<file path="config.mk">
export PLATFORM = sky130hd
export DESIGN_NAME = zpu_io_uart
export DESIGN_NICKNAME = d
export VERILOG_FILES = /design/src/rtl/zpu_io_pkg.sv /design/src/rtl/zpu_io_fifo.sv /design/src/rtl/zpu_io_uart.sv
export SDC_FILE = /design/constraint.sdc
export NUM_CORES = 1
export LEC_CHECK = 0
export CELL_PAD_IN_SITES_DETAIL_PLACEMENT = 1
export CELL_PAD_IN_SITES_GLOBAL_PLACEMENT = 2
export CORE_MARGIN = 4
export CORE_UTILIZATION = 43
export DETAILED_ROUTE_END_ITERATION = 10
export MAX_ROUTING_LAYER = met4
export PLACE_DENSITY_LB_ADDON = 0.1
export RECOVER_POWER = 50
export SETUP_SLACK_MARGIN = 0.02
export SLEW_MARGIN = 20
export SYNTH_ARGS = -nofsm -noshare
export SYNTH_HDL_FRONTEND = slang
export SYNTH_SLANG_ARGS = --single-unit
</file>
<file path="constraint.sdc">
create_clock -name clk -period 5.3 [get_ports clk]
set_clock_uncertainty 0.15 [all_clocks]
set_input_delay 0.53 -clock clk [delete_from_list [all_inputs] [get_ports clk]]
set_output_delay 0.53 -clock clk [all_outputs]
set_load 0.02 [all_outputs]
</file>
<file path="src/rtl/zpu_io_pkg.sv">
// Shared definitions for the ZPU IO-space UART: register offsets, STATUS layout,
// engine state encodings and the divisor clamp.
package zpu_io_pkg;

    localparam logic [3:0] REG_DATA    = 4'd0;
    localparam logic [3:0] REG_STATUS  = 4'd4;
    localparam logic [3:0] REG_DIVISOR = 4'd8;

    localparam int ST_RX_VALID     = 0;
    localparam int ST_RX_OVERRUN   = 1;
    localparam int ST_TX_DROP      = 2;
    localparam int ST_FRAME_ERR    = 3;
    localparam int ST_TX_IDLE      = 4;
    localparam int ST_TX_READY     = 8;
    localparam int ST_TX_COUNT_LSB = 16;

    localparam logic [31:0] TX_READY_MASK = 32'h100;

    localparam logic [15:0] DIV_MIN = 16'd4;

    typedef enum logic [1:0] {
        TX_IDLE  = 2'd0,
        TX_START = 2'd1,
        TX_DATA  = 2'd2,
        TX_STOP  = 2'd3
    } tx_state_t;

    typedef enum logic [1:0] {
        RX_IDLE  = 2'd0,
        RX_START = 2'd1,
        RX_DATA  = 2'd2,
        RX_STOP  = 2'd3
    } rx_state_t;

    // Shorter bit periods leave no room for the half-bit resample point.
    function automatic logic [15:0] clamp_div(input logic [15:0] i_div);
        return (i_div < DIV_MIN) ? DIV_MIN : i_div;
    endfunction

endpackage

</file>
<file path="src/rtl/zpu_io_fifo.sv">
// Synchronous FIFO with extra-MSB pointers; push while full is accepted only
// when a pop happens on the same edge.
module zpu_io_fifo #(
    parameter int WIDTH = 8,
    parameter int DEPTH = 16,
    localparam int AW   = $clog2(DEPTH)
) (
    input  logic             clk,
    input  logic             areset,
    input  logic             i_push,
    input  logic [WIDTH-1:0] i_data,
    input  logic             i_pop,
    output logic [WIDTH-1:0] o_head,
    output logic             o_full,
    output logic             o_empty,
    output logic [AW:0]      o_count
);

    logic [AW:0]      r_wr_ptr;
    logic [AW:0]      r_rd_ptr;
    logic [WIDTH-1:0] r_mem [DEPTH];
    logic             w_do_push;
    logic             w_do_pop;

    assign o_empty   = (r_wr_ptr == r_rd_ptr);
    assign o_full    = (r_wr_ptr[AW] != r_rd_ptr[AW]) &&
                       (r_wr_ptr[AW-1:0] == r_rd_ptr[AW-1:0]);
    assign o_count   = r_wr_ptr - r_rd_ptr;
    assign o_head    = r_mem[r_rd_ptr[AW-1:0]];
    assign w_do_pop  = i_pop && !o_empty;
    assign w_do_push = i_push && (!o_full || w_do_pop);

    always_ff @(posedge clk or posedge areset) begin
        if (areset) begin
            r_wr_ptr <= '0;
            r_rd_ptr <= '0;
        end else begin
            if (w_do_push) r_wr_ptr <= r_wr_ptr + 1'b1;
            if (w_do_pop)  r_rd_ptr <= r_rd_ptr + 1'b1;
        end
    end

    always_ff @(posedge clk) begin
        if (w_do_push) r_mem[r_wr_ptr[AW-1:0]] <= i_data;
    end

endmodule

</file>
<file path="src/rtl/zpu_io_uart.sv">
// Memory-mapped UART for the ZPU IO space: DATA/STATUS/DIVISOR registers,
// buffered TX/RX, sticky error flags and a level interrupt.
//
// TX state | meaning
// IDLE     | line high, waiting for a byte in the TX FIFO
// START    | driving start bit (0) for one bit period
// DATA     | shifting 8 bits LSB first
// STOP     | driving stop bit (1)
//
// RX state | meaning
// IDLE     | waiting for a falling edge on the synchronised line
// START    | waiting half a bit, then confirming the start bit
// DATA     | sampling 8 bits mid-bit
// STOP     | sampling the stop bit, then push or flag frame error
module zpu_io_uart import zpu_io_pkg::*; #(
    parameter int                WORD_SIZE = 32,
    parameter int                ADDR_W    = 27,
    parameter logic [ADDR_W-1:0] BASE_ADDR = 27'h80a000c,
    parameter int                TX_DEPTH  = 16,
    parameter int                RX_DEPTH  = 16,
    parameter logic [15:0]       DIV_RESET = 16'd868
) (
    input  logic                 clk,
    input  logic                 areset,
    input  logic [ADDR_W-1:0]    mem_addr,
    input  logic [WORD_SIZE-1:0] mem_write,
    input  logic                 io_writeEnable,
    input  logic                 io_readEnable,
    output logic                 io_busy,
    output logic [WORD_SIZE-1:0] io_mem_read,
    output logic                 uart_txd,
    input  logic                 uart_rxd,
    output logic                 irq
);

    localparam int TX_AW = $clog2(TX_DEPTH);
    localparam int RX_AW = $clog2(RX_DEPTH);

    localparam logic [ADDR_W-1:0] A_DATA    = BASE_ADDR + ADDR_W'(REG_DATA);
    localparam logic [ADDR_W-1:0] A_STATUS  = BASE_ADDR + ADDR_W'(REG_STATUS);
    localparam logic [ADDR_W-1:0] A_DIVISOR = BASE_ADDR + ADDR_W'(REG_DIVISOR);

    logic w_hit_data, w_hit_status, w_hit_div;
    logic w_rd_data, w_rd_status;
    logic w_wr_data, w_wr_status, w_wr_div;

    assign w_hit_data   = (mem_addr == A_DATA);
    assign w_hit_status = (mem_addr == A_STATUS);
    assign w_hit_div    = (mem_addr == A_DIVISOR);
    assign w_rd_data    = io_readEnable  && w_hit_data;
    assign w_rd_status  = io_readEnable  && w_hit_status;
    assign w_wr_data    = io_writeEnable && w_hit_data;
    assign w_wr_status  = io_writeEnable && w_hit_status;
    assign w_wr_div     = io_writeEnable && w_hit_div;

    logic [WORD_SIZE-1:0] r_rd_data;
    logic [15:0]          r_div;
    logic                 r_tx_ie;
    logic                 r_rx_overrun;
    logic                 r_tx_drop;
    logic                 r_frame_err;

    logic [7:0]       w_tx_head;
    logic             w_tx_full, w_tx_empty, w_tx_pop;
    logic [TX_AW:0]   w_tx_count;
    logic [7:0]       w_rx_head;
    logic             w_rx_full, w_rx_empty, w_rx_pop, w_rx_push;
    logic [RX_AW:0]   w_rx_count;
    logic [7:0]       w_rx_byte;
    logic             w_ferr_set;

    assign w_rx_pop = w_rd_data && !w_rx_empty;

    zpu_io_fifo #(.WIDTH(8), .DEPTH(TX_DEPTH)) u_tx_fifo (
        .clk     (clk),
        .areset  (areset),
        .i_push  (w_wr_data),
        .i_data  (mem_write[7:0]),
        .i_pop   (w_tx_pop),
        .o_head  (w_tx_head),
        .o_full  (w_tx_full),
        .o_empty (w_tx_empty),
        .o_count (w_tx_count)
    );

    zpu_io_fifo #(.WIDTH(8), .DEPTH(RX_DEPTH)) u_rx_fifo (
        .clk     (clk),
        .areset  (areset),
        .i_push  (w_rx_push),
        .i_data  (w_rx_byte),
        .i_pop   (w_rx_pop),
        .o_head  (w_rx_head),
        .o_full  (w_rx_full),
        .o_empty (w_rx_empty),
        .o_count (w_rx_count)
    );

    // ---------------- TX engine ----------------
    tx_state_t   r_tx_state, w_tx_state_nx;
    logic [15:0] r_tx_cnt, w_tx_cnt_nx;
    logic [15:0] r_tx_div, w_tx_div_nx;
    logic [7:0]  r_tx_shift, w_tx_shift_nx;
    logic [2:0]  r_tx_bit, w_tx_bit_nx;
    logic        r_txd, w_txd_nx;
    logic        w_tx_tc;
    logic        w_tx_idle;

    assign w_tx_tc   = (r_tx_cnt == 16'd0);
    assign w_tx_idle = w_tx_empty && (r_tx_state == TX_IDLE);

    always_ff @(posedge clk or posedge areset) begin
        if (areset) begin
            r_tx_state <= TX_IDLE;
            r_tx_cnt   <= '0;
            r_tx_div   <= '0;
            r_tx_shift <= '0;
            r_tx_bit   <= '0;
            r_txd      <= 1'b1;
        end else begin
            r_tx_state <= w_tx_state_nx;
            r_tx_cnt   <= w_tx_cnt_nx;
            r_tx_div   <= w_tx_div_nx;
            r_tx_shift <= w_tx_shift_nx;
            r_tx_bit   <= w_tx_bit_nx;
            r_txd      <= w_txd_nx;
        end
    end

    always_comb begin
        w_tx_state_nx = r_tx_state;
        w_tx_cnt_nx   = r_tx_cnt;
        w_tx_div_nx   = r_tx_div;
        w_tx_shift_nx = r_tx_shift;
        w_tx_bit_nx   = r_tx_bit;
        w_txd_nx      = r_txd;
        w_tx_pop      = 1'b0;
        unique case (r_tx_state)
            TX_IDLE: begin
                w_txd_nx = 1'b1;
                if (!w_tx_empty) begin
                    // Divisor is latched here so a mid-frame write cannot stretch bits.
                    w_tx_pop      = 1'b1;
                    w_tx_state_nx = TX_START;
                    w_tx_div_nx   = r_div;
                    w_tx_cnt_nx   = r_div - 16'd1;
                    w_tx_shift_nx = w_tx_head;
                    w_txd_nx      = 1'b0;
                end
            end
            TX_START: begin
                if (!w_tx_tc) begin
                    w_tx_cnt_nx = r_tx_cnt - 16'd1;
                end else begin
                    w_tx_state_nx = TX_DATA;
                    w_tx_cnt_nx   = r_tx_div - 16'd1;
                    w_tx_bit_nx   = 3'd0;
                    w_txd_nx      = r_tx_shift[0];
                end
            end
            TX_DATA: begin
                if (!w_tx_tc) begin
                    w_tx_cnt_nx = r_tx_cnt - 16'd1;
                end else begin
                    w_tx_cnt_nx = r_tx_div - 16'd1;
                    if (r_tx_bit == 3'd7) begin
                        w_tx_state_nx = TX_STOP;
                        w_txd_nx      = 1'b1;
                    end else begin
                        w_tx_bit_nx   = r_tx_bit + 3'd1;
                        w_tx_shift_nx = {1'b0, r_tx_shift[7:1]};
                        w_txd_nx      = r_tx_shift[1];
                    end
                end
            end
            TX_STOP: begin
                if (!w_tx_tc) begin
                    w_tx_cnt_nx = r_tx_cnt - 16'd1;
                end else begin
                    w_tx_state_nx = TX_IDLE;
                end
            end
            default: begin
                w_tx_state_nx = TX_IDLE;
                w_txd_nx      = 1'b1;
            end
        endcase
    end

    // ---------------- RX engine ----------------
    rx_state_t   r_rx_state, w_rx_state_nx;
    logic [15:0] r_rx_cnt, w_rx_cnt_nx;
    logic [15:0] r_rx_div, w_rx_div_nx;
    logic [7:0]  r_rx_shift, w_rx_shift_nx;
    logic [2:0]  r_rx_bit, w_rx_bit_nx;
    logic        r_rx_s1, r_rx_s2, r_rx_s3;
    logic        w_rx_tc;
    logic        w_rx_fall;

    assign w_rx_tc   = (r_rx_cnt == 16'd0);
    assign w_rx_fall = r_rx_s3 && !r_rx_s2;
    assign w_rx_byte = r_rx_shift;

    always_ff @(posedge clk or posedge areset) begin
        if (areset) begin
            r_rx_s1    <= 1'b1;
            r_rx_s2    <= 1'b1;
            r_rx_s3    <= 1'b1;
            r_rx_state <= RX_IDLE;
            r_rx_cnt   <= '0;
            r_rx_div   <= '0;
            r_rx_shift <= '0;
            r_rx_bit   <= '0;
        end else begin
            r_rx_s1    <= uart_rxd;
            r_rx_s2    <= r_rx_s1;
            r_rx_s3    <= r_rx_s2;
            r_rx_state <= w_rx_state_nx;
            r_rx_cnt   <= w_rx_cnt_nx;
            r_rx_div   <= w_rx_div_nx;
            r_rx_shift <= w_rx_shift_nx;
            r_rx_bit   <= w_rx_bit_nx;
        end
    end

    always_comb begin
        w_rx_state_nx = r_rx_state;
        w_rx_cnt_nx   = r_rx_cnt;
        w_rx_div_nx   = r_rx_div;
        w_rx_shift_nx = r_rx_shift;
        w_rx_bit_nx   = r_rx_bit;
        w_rx_push     = 1'b0;
        w_ferr_set    = 1'b0;
        unique case (r_rx_state)
            RX_IDLE: begin
                if (w_rx_fall) begin
                    w_rx_state_nx = RX_START;
                    w_rx_div_nx   = r_div;
                    w_rx_cnt_nx   = (r_div >> 1) - 16'd1;
                end
            end
            RX_START: begin
                if (!w_rx_tc) begin
                    w_rx_cnt_nx = r_rx_cnt - 16'd1;
                end else if (r_rx_s2) begin
                    w_rx_state_nx = RX_IDLE;
                end else begin
                    w_rx_state_nx = RX_DATA;
                    w_rx_cnt_nx   = r_rx_div - 16'd1;
                    w_rx_bit_nx   = 3'd0;
                end
            end
            RX_DATA: begin
                if (!w_rx_tc) begin
                    w_rx_cnt_nx = r_rx_cnt - 16'd1;
                end else begin
                    w_rx_shift_nx = {r_rx_s2, r_rx_shift[7:1]};
                    w_rx_cnt_nx   = r_rx_div - 16'd1;
                    if (r_rx_bit == 3'd7) w_rx_state_nx = RX_STOP;
                    else                  w_rx_bit_nx   = r_rx_bit + 3'd1;
                end
            end
            RX_STOP: begin
                if (!w_rx_tc) begin
                    w_rx_cnt_nx = r_rx_cnt - 16'd1;
                end else begin
                    w_rx_state_nx = RX_IDLE;
                    w_rx_push     = r_rx_s2;
                    w_ferr_set    = !r_rx_s2;
                end
            end
            default: w_rx_state_nx = RX_IDLE;
        endcase
    end

    // ---------------- registers and read path ----------------
    logic                 w_overrun_set, w_drop_set;
    logic [31:0]          w_status;
    logic [WORD_SIZE-1:0] w_rd_value;

    assign w_overrun_set = w_rx_push && w_rx_full && !w_rx_pop;
    assign w_drop_set    = w_wr_data && w_tx_full && !w_tx_pop;

    always_comb begin
        w_status                           = '0;
        w_status[ST_RX_VALID]              = !w_rx_empty;
        w_status[ST_RX_OVERRUN]            = r_rx_overrun;
        w_status[ST_TX_DROP]               = r_tx_drop;
        w_status[ST_FRAME_ERR]             = r_frame_err;
        w_status[ST_TX_IDLE]               = w_tx_idle;
        w_status[ST_TX_COUNT_LSB +: 8]     = 8'(w_tx_count);
        if (!w_tx_full) w_status = w_status | TX_READY_MASK;
    end

    always_comb begin
        w_rd_value = '0;
        if (w_hit_data) begin
            if (!w_rx_empty) w_rd_value = WORD_SIZE'(w_rx_head);
        end else if (w_hit_status) begin
            w_rd_value = WORD_SIZE'(w_status);
        end else if (w_hit_div) begin
            w_rd_value = WORD_SIZE'(r_div);
        end
    end

    // A flag raised on the same edge as a clearing STATUS read stays set.
    always_ff @(posedge clk or posedge areset) begin
        if (areset) begin
            r_rd_data    <= '0;
            r_div        <= clamp_div(DIV_RESET);
            r_tx_ie      <= 1'b0;
            r_rx_overrun <= 1'b0;
            r_tx_drop    <= 1'b0;
            r_frame_err  <= 1'b0;
        end else begin
            if (io_readEnable) r_rd_data <= w_rd_value;
            if (w_wr_div)      r_div     <= clamp_div(mem_write[15:0]);
            if (w_wr_status)   r_tx_ie   <= mem_write[0];
            r_rx_overrun <= w_overrun_set | (r_rx_overrun & ~w_rd_status);
            r_tx_drop    <= w_drop_set    | (r_tx_drop    & ~w_rd_status);
            r_frame_err  <= w_ferr_set    | (r_frame_err  & ~w_rd_status);
        end
    end

    logic w_unused_ok;
    assign w_unused_ok = ^{mem_write, w_rx_count};

    assign io_busy     = io_readEnable;
    assign io_mem_read = r_rd_data;
    assign uart_txd    = r_txd;
    assign irq         = !w_rx_empty || (w_tx_empty && r_tx_ie);

endmodule
</file>
Word level (Yosys, flattened, before mapping)
Memory sizes are Yosys's and may differ from the RTL's.
Cells that the tools add are included.
- input port bits: 64
- bits in writable memories: 256
- memories kept: 2
- register bits: 166
- output and inout bits: 35
- logic and storage cells: 187
- magnitude comparators: 1
- reduce and logical (&&, ||, !) cells: 49
- bitwise logic cells: 8
- equality and inequality tests: 33
- muxes and demuxes: 57
- $add $sub $neg: 13
- memories (memory ; words ; width ; read ports ; clocked after Yosys merged registers in ; write ports ; RTL line ; source):
    u_rx_fifo.r_mem ; 16 ; 8 ; 1 ; 0 ; 1 ; zpu_io_fifo.sv:21 ; logic [WIDTH-1:0] r_mem [DEPTH];
    u_tx_fifo.r_mem ; 16 ; 8 ; 1 ; 0 ; 1 ; zpu_io_fifo.sv:21 ;
- operators by type and width (kind ; number):
    $mux 16 ; 10
    $eq 27x20->1 const B ; 3
    $sub 16x1->16 const B ; 5
    $pmux 16 s4 ; 1
    $pmux 16 s3 ; 1
    $mux 21 ; 2
    $logic_not 16->1 ; 2
    $mux 8 ; 4
    $ne 2x2->1 const B ; 15
    $mux 2 ; 11
    $mux 3 ; 7
    $add 5x1->5 const B ; 4
    $logic_and 1x1->1 ; 19
    $lt 16x3->1 const B ; 1
    $pmux 2 s4 ; 2
    $pmux 8 s2 ; 1
    $sub 15x1->16 const B ; 1
    $reduce_and 5->1 ; 3
    $mux 1 ; 14
    $pmux 3 s2 ; 2
    $eq 5x5->1 ; 2
    $mux 9 ; 1
    $eq 2x2->1 const B ; 4
    $eq 4x4->1 ; 2
    19 further kinds ; 44

Logic depth before layout (Yosys ltp)
Gate-level depths: netlist (run 1).
- depth in word-level cells: 8
- depth in mapped cells: 10
- depth with buffers taken out: 8

By module
Synthesis (run 1) repeated with hierarchy kept, for this count alone.
- cell total of the unflattened synthesis: 1541
- area, all modules: 19721.4 um^2
- by module, submodules not included (module ; sequential area each (um^2) ; times used ; area each (um^2) ; cells an instance):
    zpu_io_fifo ; 4093.9 ; 2 ; 5695.5 ; 299
    zpu_io_uart ; 3389.5 ; 1 ; 8330.5 ; 943

Worst setup path before layout (run 1)
No wires, ideal clock.
- path kind: register to register
- start point: register u_tx_fifo.r_rd_ptr[1]
- end point: memory u_tx_fifo.r_mem[1][0], enable pin
- setup time: 0.383 ns
- slack: 2.138 ns
- period minus slack after synthesis: 3.162 ns
- path buffers: 1
- data required time: 4.767 ns
- arrival: 2.628 ns
- cell stages (with the launch flop): 9
- cell sequence: dfrtp_1 clkbuf_1 inv_1 ha_1 nand4_1 nor3_1 nor4_4 nand2_1 nor3_1
- cells in the longest elaborated chain, start to end: 8
- elaborated cells on any way between the ends: 12
- classes of those cells: eq/ne: 2; mux: 4; reduce/logical: 6
- ends and longest elaborated chain (element ; RTL line ; source):
    start, declared ; zpu_io_fifo.sv:20 ; logic [AW:0] r_rd_ptr;
    start signal, assigned ; zpu_io_fifo.sv:39 ; if (w_do_pop) r_rd_ptr <= r_rd_ptr + 1'b1;
    $eq 5x5->1 ; zpu_io_fifo.sv:25 ; assign o_empty = (r_wr_ptr == r_rd_ptr);
    $mux 1 ; zpu_io_uart.sv:140 ; if (!w_tx_empty) begin
    $mux 1 ; zpu_io_uart.sv:137 ; unique case (r_tx_state)
    $logic_and 1x1->1 ; zpu_io_fifo.sv:30 ; assign w_do_pop = i_pop && !o_empty;
    $logic_or 1x1->1 (*) ; zpu_io_fifo.sv:31 ; assign w_do_push = i_push && (!o_full || w_do_pop);
    $logic_and 1x1->1 (*) ; zpu_io_fifo.sv:31 ;
    $mux 1 (*) ; zpu_io_fifo.sv:44 ; if (w_do_push) r_mem[r_wr_ptr[AW-1:0]] <= i_data;
    $mux 1 (not written as such) (*) ; zpu_io_fifo.sv:44 ;
    end, declared ; zpu_io_fifo.sv:21 ;
Every way passes the cells marked *; elsewhere a longest branch is shown, timed or not.

Worst setup path in the final report (run 1)
- start point: register u_tx_fifo.r_rd_ptr[1]
- end point: output irq
- cells in the longest elaborated chain, start to end: 3
- ends and longest elaborated chain (element ; RTL line ; source):
    $eq 5x5->1 ; zpu_io_fifo.sv:25 ;
    $logic_and 1x1->1 ; zpu_io_uart.sv:330 ; assign irq = !w_rx_empty || (w_tx_empty && r_tx_ie);
    $logic_or 1x1->1 ; zpu_io_uart.sv:330 ;
    end, declared ; zpu_io_uart.sv:33 ; output logic irq
Every way passes these cells.

==> flow_summary_export.csv, run 1 <==
group,metric,value,unit
drt,firstDrtPassIters,5,
sta,period_share,76.4,%
power_and_ir_drop,power,0.00803,W
power_and_ir_drop,pwr-share-clk,39.5,%
global_routing,antenna_found_initial,0,
yosys,yosys_warnings,0,
die,die_width,221,um
setup_path,required,4.62,ns
setup_path,cp_slowest_cell,"clkdlybuf4s50_1",
die,core_area,0.0446,sq mm
clock_network,clock_latency,0.59,ns
power_and_ir_drop,peakVddDrop,0.258,mV
clock_network,clk_path_buf_depth,3,
die,pin_count,99,
placement,place.gp.congestion,0.812,
drt,drc,0,
sta,slew_violations,136,
setup_path,crit_fanout,33,
drt,wl_per_cell,23.5,um
power_and_ir_drop,leakage,8.37,nW
clock_network,htreeDepth,2,
drt,drt_iter0_markers,866,
power_and_ir_drop,switching_share,26.8,%
setup_path,critical_path_arrival,3.37,ns
finish,diodes,0,
setup_path,start_kind,"flop",
min_path,hold_path_class,"flop to flop",
yosys,synth_area,0.0195,sq mm
power_and_ir_drop,cellPowerDensity,362,mW/mm^2
clock_network,cts_tree,"done",
global_routing,grt_overflow,0,
finish,most-common-layout-cells,"edfxtp_1 (256), dfrtp_1 (144), nand2_1 (140), nor2_1 (84), mux4_2 (70)",
finish,instances_no_fill,2141,
drt,vias,12100,
placement,port_buffers,71,
power_and_ir_drop,p_seq_share,45.4,%
finish,fillers,4459,
global_routing,grt_pass1_vias,12900,
die,die_h,221,um
drt,ant_nets,0,
sta,hold_violations,0,
outcome,violations,"capacitance limit, slew limit",
die,initial_utilization,43.8,%
clock_network,post_cts_buffers,0,
global_routing,grt_max_degree,101,
die,die-area,0.0489,sq mm
sta,rsz0062_at_grt,"false",
yosys,synthDistinctLibCells,95,
clock_network,ctsHoldBuffers,0,
setup_path,worstSetupPathType,"flop to primary output",
power_and_ir_drop,power.switching,0.00215,W
finish,layout-drive-gt1-share,15.1,%
power_and_ir_drop,comb_power_share,15.1,%
sta,timing.final.setup_violations,0,
drt,routed_wl,50300,um
global_routing,grt_pass1_wl,79100,um
drt,viasPerCell,5.64,
clock_network,path_clk_slew,0.06,ns
yosys,synth-seq-cells,411,
yosys,synth_flop_cell,"edfxtp_1",
flow_run,cap_violations,2,
global_routing,grt.total_usage,21.1,%
setup_path,end_kind,"primary output",
clock_network,cts_resized,0,
yosys,synth-async-reset-ratio,37.7,%
die,core.rowCount,77,
sta,tightest_slew,2.40,ns
setup_path,slowest_delay,0.62,ns
sta,relSlewSlack,-60.2,%
finish,final_common_cell,"edfxtp_1",
clock_network,cts_buffers,46,
yosys,synth_edf_count,256,
sta,final_period_minus_worst_setup_slack,4.05,ns
clock_network,cts_sinks,411,
yosys,synth-seq-area-share,59.2,%
clock_network,cts-root-buf,"clkbuf_16",
placement,place_inst,2060,
sta,setup_slack,1.25,ns
yosys,synth_cells,1458,
placement,place.detailed.hpwl,34600,um
sta,setup_tns,0,ns
finish,nets,1617,
finish,area_growth,13.5,%
power_and_ir_drop,power.internal,0.00588,W
setup_path,cp_cell_sequence,"buf_4 > inv_1 > ha_1 > nand4_1 > nor2_1 > a21o_1 > clkdlybuf4s50_1",
outcome,outcome,"complete, but fails checks",
sta,fmax,247,MHz
yosys,syn_avg_cell_area,13.4,sq um
placement,dp_slack,1.43,ns
-- through the flow --
stage	utilization (%)	hold slack (ns)	cell area (sq um)
detailed placement	46.5	0.198	20800
floorplan	-	0.195	19600
finish	49.7	0.210	22200
global route	49.7	0.219	22200
CTS	49.8	0.178	22200
global placement	46.5	0.195	20800
-- path summary, 6_finish.rpt --
path                                  startpoint               endpoint  slack (ns)  depth (start not counted)
setup / recovery           u_tx_fifo.r_rd_ptr[1]                    irq        1.25                          7
setup reg to reg           u_tx_fifo.r_rd_ptr[1]  u_tx_fifo.r_mem[8][4]        1.54                          8
hold / removal                           r_rx_s1                r_rx_s2        0.21                          0
max in group asynchronous                 areset        io_mem_read[10]        1.30                          3
min in group asynchronous                 areset  u_rx_fifo.r_wr_ptr[2]        0.98                          2
hold reg to reg                          r_rx_s1                r_rx_s2        0.21                          0
-- worst max-delay path: cells and delay by family, from the launching register on --
family | cells | cell delay [ns]
AND/OR/NAND/NOR | 2 | 0.58
AO/OA/AOI/OAI | 1 | 0.23
adder cells (fa/ha/maj) | 1 | 0.36
buffers and inverters | 3 | 1.27
flip-flops | 1 | 0.33
-- cell families after synthesis --
kind of cell	Yosys count	synth area share (%)
AND/OR/NAND/NOR	426	11.8
flip-flops	411	59.2
AO/OA/AOI/OAI	223	7.63
buffers and inverters	135	3.18
multiplexers	128	11.4
XOR/XNOR	97	4.35
adder cells (fa/ha/maj)	37	2.41
other	1	0.0192
-- sequential cells by signal, summed over array words and instances, names as in the netlist, 2 cells and up, named ones only --
name / flops
io_mem_read: 21
r_div: 16
r_rx_bit: 3
r_rx_cnt: 16
r_rx_div: 16
r_rx_shift: 8
r_tx_bit: 3
r_tx_cnt: 16
r_tx_div: 16
r_tx_shift: 8
r_tx_state: 2
u_rx_fifo.r_mem: 128
u_rx_fifo.r_rd_ptr: 5
u_rx_fifo.r_wr_ptr: 5
u_tx_fifo.r_mem: 128
u_tx_fifo.r_rd_ptr: 5
u_tx_fifo.r_wr_ptr: 5
-- final cells by class --
type / instances / area, sq um / share of cell area (%)
Sequential cell: 411 / 11600 / 52.2
Multi-Input combinational cell: 922 / 7380 / 33.3
Clock buffer: 61 / 1230 / 5.53
Timing Repair Buffer: 95 / 861 / 3.88
Tap cell: 592 / 741 / 3.34
Clock inverter: 20 / 243 / 1.09
Inverter: 40 / 154 / 0.694
-- cell usage after synthesis, types with 31 or more instances --
master,n,share of area [%]
edfxtp_1,256,39
dfrtp_1,146,19
nand2_1,140,2.7
nor2_1,84,1.6
mux4_2,70,8.1
a21oi_1,58,1.5
o21ai_0,55,1.4
xnor2_1,53,2.4
clkbuf_1,48,0.92
xor2_1,44,2.0
inv_1,39,0.75
ha_1,36,2.3
mux2_2,31,1.8
-- per-layer routing --
layer  global-route usage [%]  up-vias  routed length (um)
li1                         -     5584                   -
met2                     33.0      174               23700
met4                     4.53        0                 950
met1                     29.6     6271               23900
met3                     3.64       56                1720
met5                        -        -                   0
-- power groups by stage --
stage,Sequential (W),Clock [W],Combinational (W)
after floorplan,0.00367,0,0.000903
after global placement,0.00370,0,0.00119
after detailed placement,0.00371,0,0.00121
after CTS,0.00365,0.00326,0.00122
after global routing,0.00366,0.00341,0.00135
final,0.00365,0.00317,0.00121
No activity file was read; power rests on OpenSTA's default activity.
==> run 2, diff against run 1 <==
- clock period: 5.3 -> 3.8 ns (I/O delays scaled with it)
==> run 2 against run 1 <==
  * The run still ends with capacitance limit, slew limit left
  * Routed wire length grew 2.0%
  * Combinational power grew 39%
  * Final cell count grew 1.8%
  * Clock power grew 46%
  * Power grew 42%
  * Flip-flop and latch count is the same
  * Register-to-register slack lost 0.86 ns
  * Global-route usage grew 0.36 points
  * Sequential power grew 39%
  * Critical path type unchanged
  * Highest routed layer unchanged
==> flow_summary_export.csv, run 2 (synthesized netlist as in run 1, its figures left out) <==
group,metric,value,unit
drt,vias,12400,
finish,nets,1648,
finish,most-common-layout-cells,"edfxtp_1 (256), dfrtp_1 (144), nand2_1 (140), nor2_1 (83), mux4_2 (70)",
die,die_width,221,um
setup_path,cp_slowest_cell,"clkdlybuf4s50_1",
setup_path,start_kind,"flop",
drt,drc,0,
placement,place.detailed.hpwl,35700,um
outcome,outcome,"complete, but fails checks",
setup_path,critical_path_arrival,3.03,ns
die,core_area,0.0446,sq mm
clock_network,cts_tree,"done",
power_and_ir_drop,peakVddDrop,0.364,mV
clock_network,cts-root-buf,"clkbuf_16",
sta,fmax,281,MHz
finish,instances_no_fill,2179,
setup_path,crit_family,"buffers and inverters",
clock_network,clk_path_buf_depth,3,
clock_network,path_clk_slew,0.06,ns
sta,setup_slack,0.244,ns
setup_path,crit_fanout,9,
drt,firstDrtPassIters,7,
drt,viasPerCell,5.68,
flow_run,cap_violations,1,
clock_network,ctsHoldBuffers,0,
drt,drt_iter0_markers,850,
finish,area_growth,15.3,%
global_routing,grt_overflow,0,
setup_path,required,3.27,ns
finish,final_util,50.5,%
clock_network,cts_buffers,47,
drt,routed_wl,51300,um
die,die_h,221,um
clock_network,htreeDepth,2,
outcome,violations,"capacitance limit, slew limit",
die,initial_utilization,43.8,%
placement,place.gp.congestion,0.817,
setup_path,crit_buf_inv,2,
power_and_ir_drop,leakage,8.59,nW
setup_path,slowest_delay,0.62,ns
placement,place_area,0.0210,sq mm
sta,timing.final.setup_violations,0,
placement,port_buffers,71,
power_and_ir_drop,cellPowerDensity,506,mW/mm^2
sta,hold_violations,0,
finish,final_common_cell,"edfxtp_1",
die,die-area,0.0489,sq mm
finish,layout-drive-gt1-share,17.5,%
drt,ant_nets,0,
clock_network,clock_latency,0.59,ns
clock_network,cts_sinks,411,
sta,final_period_minus_worst_setup_slack,3.56,ns
placement,dp_slack,0.419,ns
sta,tightest_slew,1.58,ns
global_routing,grt_pass1_vias,13000,
sta,relSlewSlack,-6.08,%
sta,period_share,93.6,%
placement,place_inst,2090,
global_routing,grt_max_degree,57,
drt,wl_per_cell,23.5,um
die,pin_count,99,
min_path,hold_path_class,"input pin to flop",
setup_path,cp_cell_sequence,"inv_2 > ha_1 > nand4_1 > nor2_2 > a21o_1 > clkdlybuf4s50_1",
sta,setup_tns,0,ns
setup_path,end_kind,"primary output",
global_routing,antenna_found_initial,0,
sta,rsz0062_at_grt,"false",
global_routing,grt_pass1_wl,80500,um
die,core.rowCount,77,
sta,slew_violations,32,
finish,fin_area,0.0225,sq mm
global_routing,grt.total_usage,21.5,%
setup_path,worstSetupPathType,"flop to primary output",
-- run 2: power breakdown --
part           internal [W]  total, W  switching [W]
clock               0.00276   0.00464        0.00188
combinational      0.000698   0.00168       0.000978
sequential          0.00490   0.00509       0.000184
-- run 2: area by class of cell --
type                       instances  area [sq um]
tap                              592           741
clock inverter                    27           305
multi-input combinational        922          7350
fill                            4462         22100
timing repair buffer             125          1110
sequential                       411         11600
inverter                          40           151
clock buffer                      61          1290
antenna                            1          2.50
-- run 2: worst paths after layout --
check / startpoint / endpoint / slack [ns] / cells after the start
hold / removal: uart_rxd / r_rx_s1 / 0.20 / 1
hold reg to reg: r_rx_s1 / r_rx_s2 / 0.21 / 0
setup reg to reg: r_rx_cnt[7] / u_rx_fifo.r_mem[15][7] / 0.68 / 6
setup / recovery: u_tx_fifo.r_rd_ptr[3] / irq / 0.24 / 6
max in group asynchronous: areset / u_rx_fifo.r_rd_ptr[0] / 0.84 / 3
min in group asynchronous: areset / r_tx_div[11] / 0.48 / 2
-- run 2: timing repair --
item | CTS | global route
resized for setup | 0 | 1
setup endpoints to repair | 0 | 1
buffers inserted | 0 | 0
-- run 2: metal layers --
layer / share of wire [%] / global-route usage [%] / vias up
met1: 47 / 30.3 / 6406
met5: 0 / - / -
met4: 2.1 / 5.11 / 0
li1: - / - / 5650
met3: 4.0 / 3.39 / 74
met2: 47 / 33.3 / 242
-- run 2: through the flow --
step	power, W	hold slack (ns)
after floorplan	0.00637	0.195
after global placement	0.00683	0.195
after detailed placement	0.00687	0.197
after CTS	0.0115	0.0306
after global routing	0.0120	0.175
final	0.0114	0.197
==> run 3, diff against run 2 <==
- CTS_BUF_LIST: not set -> sky130_fd_sc_hd__clkbuf_16
- GPL_TIMING_DRIVEN: not set -> 0
==> run 3 against run 2 <==
  * Via count rose by 1.8%
  * Worst setup slack better by 0.025 ns
  * Combinational power rose by 5%
  * Routed wire length rose by 2.6%
  * Core utilization increased by 0.43 points
  * Global-route usage increased by 0.64 points
  * The flow still finishes with violations (capacitance limit, slew limit)
  * Clock-buffer cell count is 14 lower
  * Sequential share of layout area fell by 0.44 points
==> flow_summary_export.csv, run 3 (synthesized netlist as in run 1, its figures left out) <==
group,metric,value,unit
global_routing,grt_pass1_vias,13300,
power_and_ir_drop,power.internal,0.00822,W
sta,slew_violations,25,
finish,most-common-layout-cells,"edfxtp_1 (256), dfrtp_1 (145), nand2_1 (140), nor2_1 (71), mux4_2 (70)",
power_and_ir_drop,leakage,8.67,nW
drt,firstDrtPassIters,4,
finish,nets,1693,
global_routing,antenna_found_initial,0,
sta,final_period_minus_worst_setup_slack,3.53,ns
drt,drc,0,
drt,met2WireLength,24600,um
die,core_area,0.0446,sq mm
sta,hold_violations,0,
sta,rsz0062_at_grt,"false",
clock_network,cts_buffers,46,
global_routing,grt.total_usage,22.1,%
finish,area_growth,16.3,%
placement,place.gp.congestion,0.838,
outcome,violations,"capacitance limit, slew limit",
die,core.rowCount,77,
clock_network,cts-root-buf,"clkbuf_16",
power_and_ir_drop,switching_share,27.2,%
clock_network,clk_path_buf_depth,3,
die,die_h,221,um
placement,place.detailed.hpwl,37500,um
setup_path,critical_path_arrival,3.00,ns
drt,routed.top_layer,"met4",
finish,layout-drive-gt1-share,17.3,%
setup_path,required,3.27,ns
drt,routed_wl,52600,um
clock_network,ctsHoldBuffers,0,
drt,routed-wl-met3,1950,um
power_and_ir_drop,peakVddDrop,0.401,mV
drt,drt_iter0_markers,931,
drt,viasPerCell,5.67,
setup_path,start_kind,"flop",
global_routing,grt_pass1_wl,82300,um
drt,ant_nets,0,
clock_network,cts_sinks,411,
die,die_width,221,um
drt,wl_met1,24600,um
sta,tightest_slew,1.62,ns
sta,relSlewSlack,-8.06,%
drt,wl_per_cell,23.7,um
sta,setup_tns,0,ns
finish,diodes,0,
drt,vias,12600,
sta,period_share,92.9,%
setup_path,end_kind,"primary output",
power_and_ir_drop,comb_power_share,15.6,%
power_and_ir_drop,power.switching,0.00307,W
setup_path,worstSetupPathType,"flop to primary output",
clock_network,path_clk_slew,0.06,ns
clock_network,cts_tree,"done",
die,die-area,0.0489,sq mm
placement,place_area,0.0212,sq mm
setup_path,crit_fanout,10,
finish,fin_area,0.0227,sq mm
sta,timing.final.setup_violations,0,
power_and_ir_drop,cellPowerDensity,497,mW/mm^2
global_routing,grt_max_degree,31,
die,pin_count,99,
flow_run,cap_violations,1,
power_and_ir_drop,p_seq_share,45.0,%
placement,port_buffers,70,
global_routing,grt_overflow,0,
clock_network,clock_latency,0.58,ns
finish,final_common_cell,"edfxtp_1",
min_path,hold_path_class,"input pin to flop",
sta,fmax,283,MHz
clock_network,htreeDepth,2,
die,initial_utilization,43.8,%
power_and_ir_drop,pwr-share-clk,39.4,%
finish,final_util,50.9,%
outcome,outcome,"complete, but fails checks",
## run 3: metal layers
metal  global-route usage, %  vias up
li1                        -     5744
met1                    31.4     6509
met2                    34.3      256
met3                    2.58       86
met4                    6.18        0
met5                       -        -
## run 3: final timing paths
path                                        from                      to  slack [ns]  cells after the start
setup / recovery           u_rx_fifo.r_rd_ptr[2]                     irq        0.27                      6
hold / removal                     io_readEnable          io_mem_read[8]        0.09                      3
setup reg to reg           u_tx_fifo.r_rd_ptr[1]  u_tx_fifo.r_mem[14][5]        0.36                      9
hold reg to reg                          r_rx_s1                 r_rx_s2        0.21                      0
max in group asynchronous                 areset           r_rx_shift[5]        0.68                      5
min in group asynchronous                 areset            r_tx_div[15]        0.34                      2
## run 3: cell type report
type	count	area, sq um
Buffer	95	477
Clock buffer	47	1180
Clock inverter	39	344
Fill cell	4424	21900
Inverter	40	151
Multi-Input combinational cell	922	7470
Sequential cell	411	11600
Tap cell	592	741
Timing Repair Buffer	76	787
## run 3: critical path: stages, from the launching register on
cell and delay [ns]:
dfrtp_1 0.33, clkbuf_1 0.48, xnor2_1 0.19, nand4_1 0.23, or2_2 0.43, a21o_1 0.22, clkdlybuf4s50_1 0.55
## run 3: repair_timing
action                                  4_1_cts  5_1_grt
setup buffers                                 0        1
endpoints found under the setup margin      133        1
resized for setup                            21        1
pin swaps                                     0        1
gates cloned                                  0        0
## run 3: power by group through the flow
stage / Clock (W) / Sequential, W / Combinational [W]
after global routing: 0.00475 / 0.00510 / 0.00196
final: 0.00445 / 0.00508 / 0.00176
after CTS: 0.00456 / 0.00508 / 0.00178
after global placement: 0 / 0.00516 / 0.00171
after detailed placement: 0 / 0.00516 / 0.00177
after floorplan: 0 / 0.00511 / 0.00126
## run 3: stage by stage
stage / power (W) / setup slack [ns] / hold slack, ns / instances
6_report: 0.0113 / 0.269 / 0.0924 / 2222
5_1_grt: 0.0118 / 0.132 / 0.128 / 2222
4_1_cts: 0.0114 / 0.00958 / 0.0435 / 2221
3_5_place_dp: 0.00693 / -0.542 / 0.204 / 2135
3_3_place_gp: 0.00687 / -0.718 / 0.197 / 2130
2_1_floorplan: 0.00637 / 0.638 / 0.195 / 1468
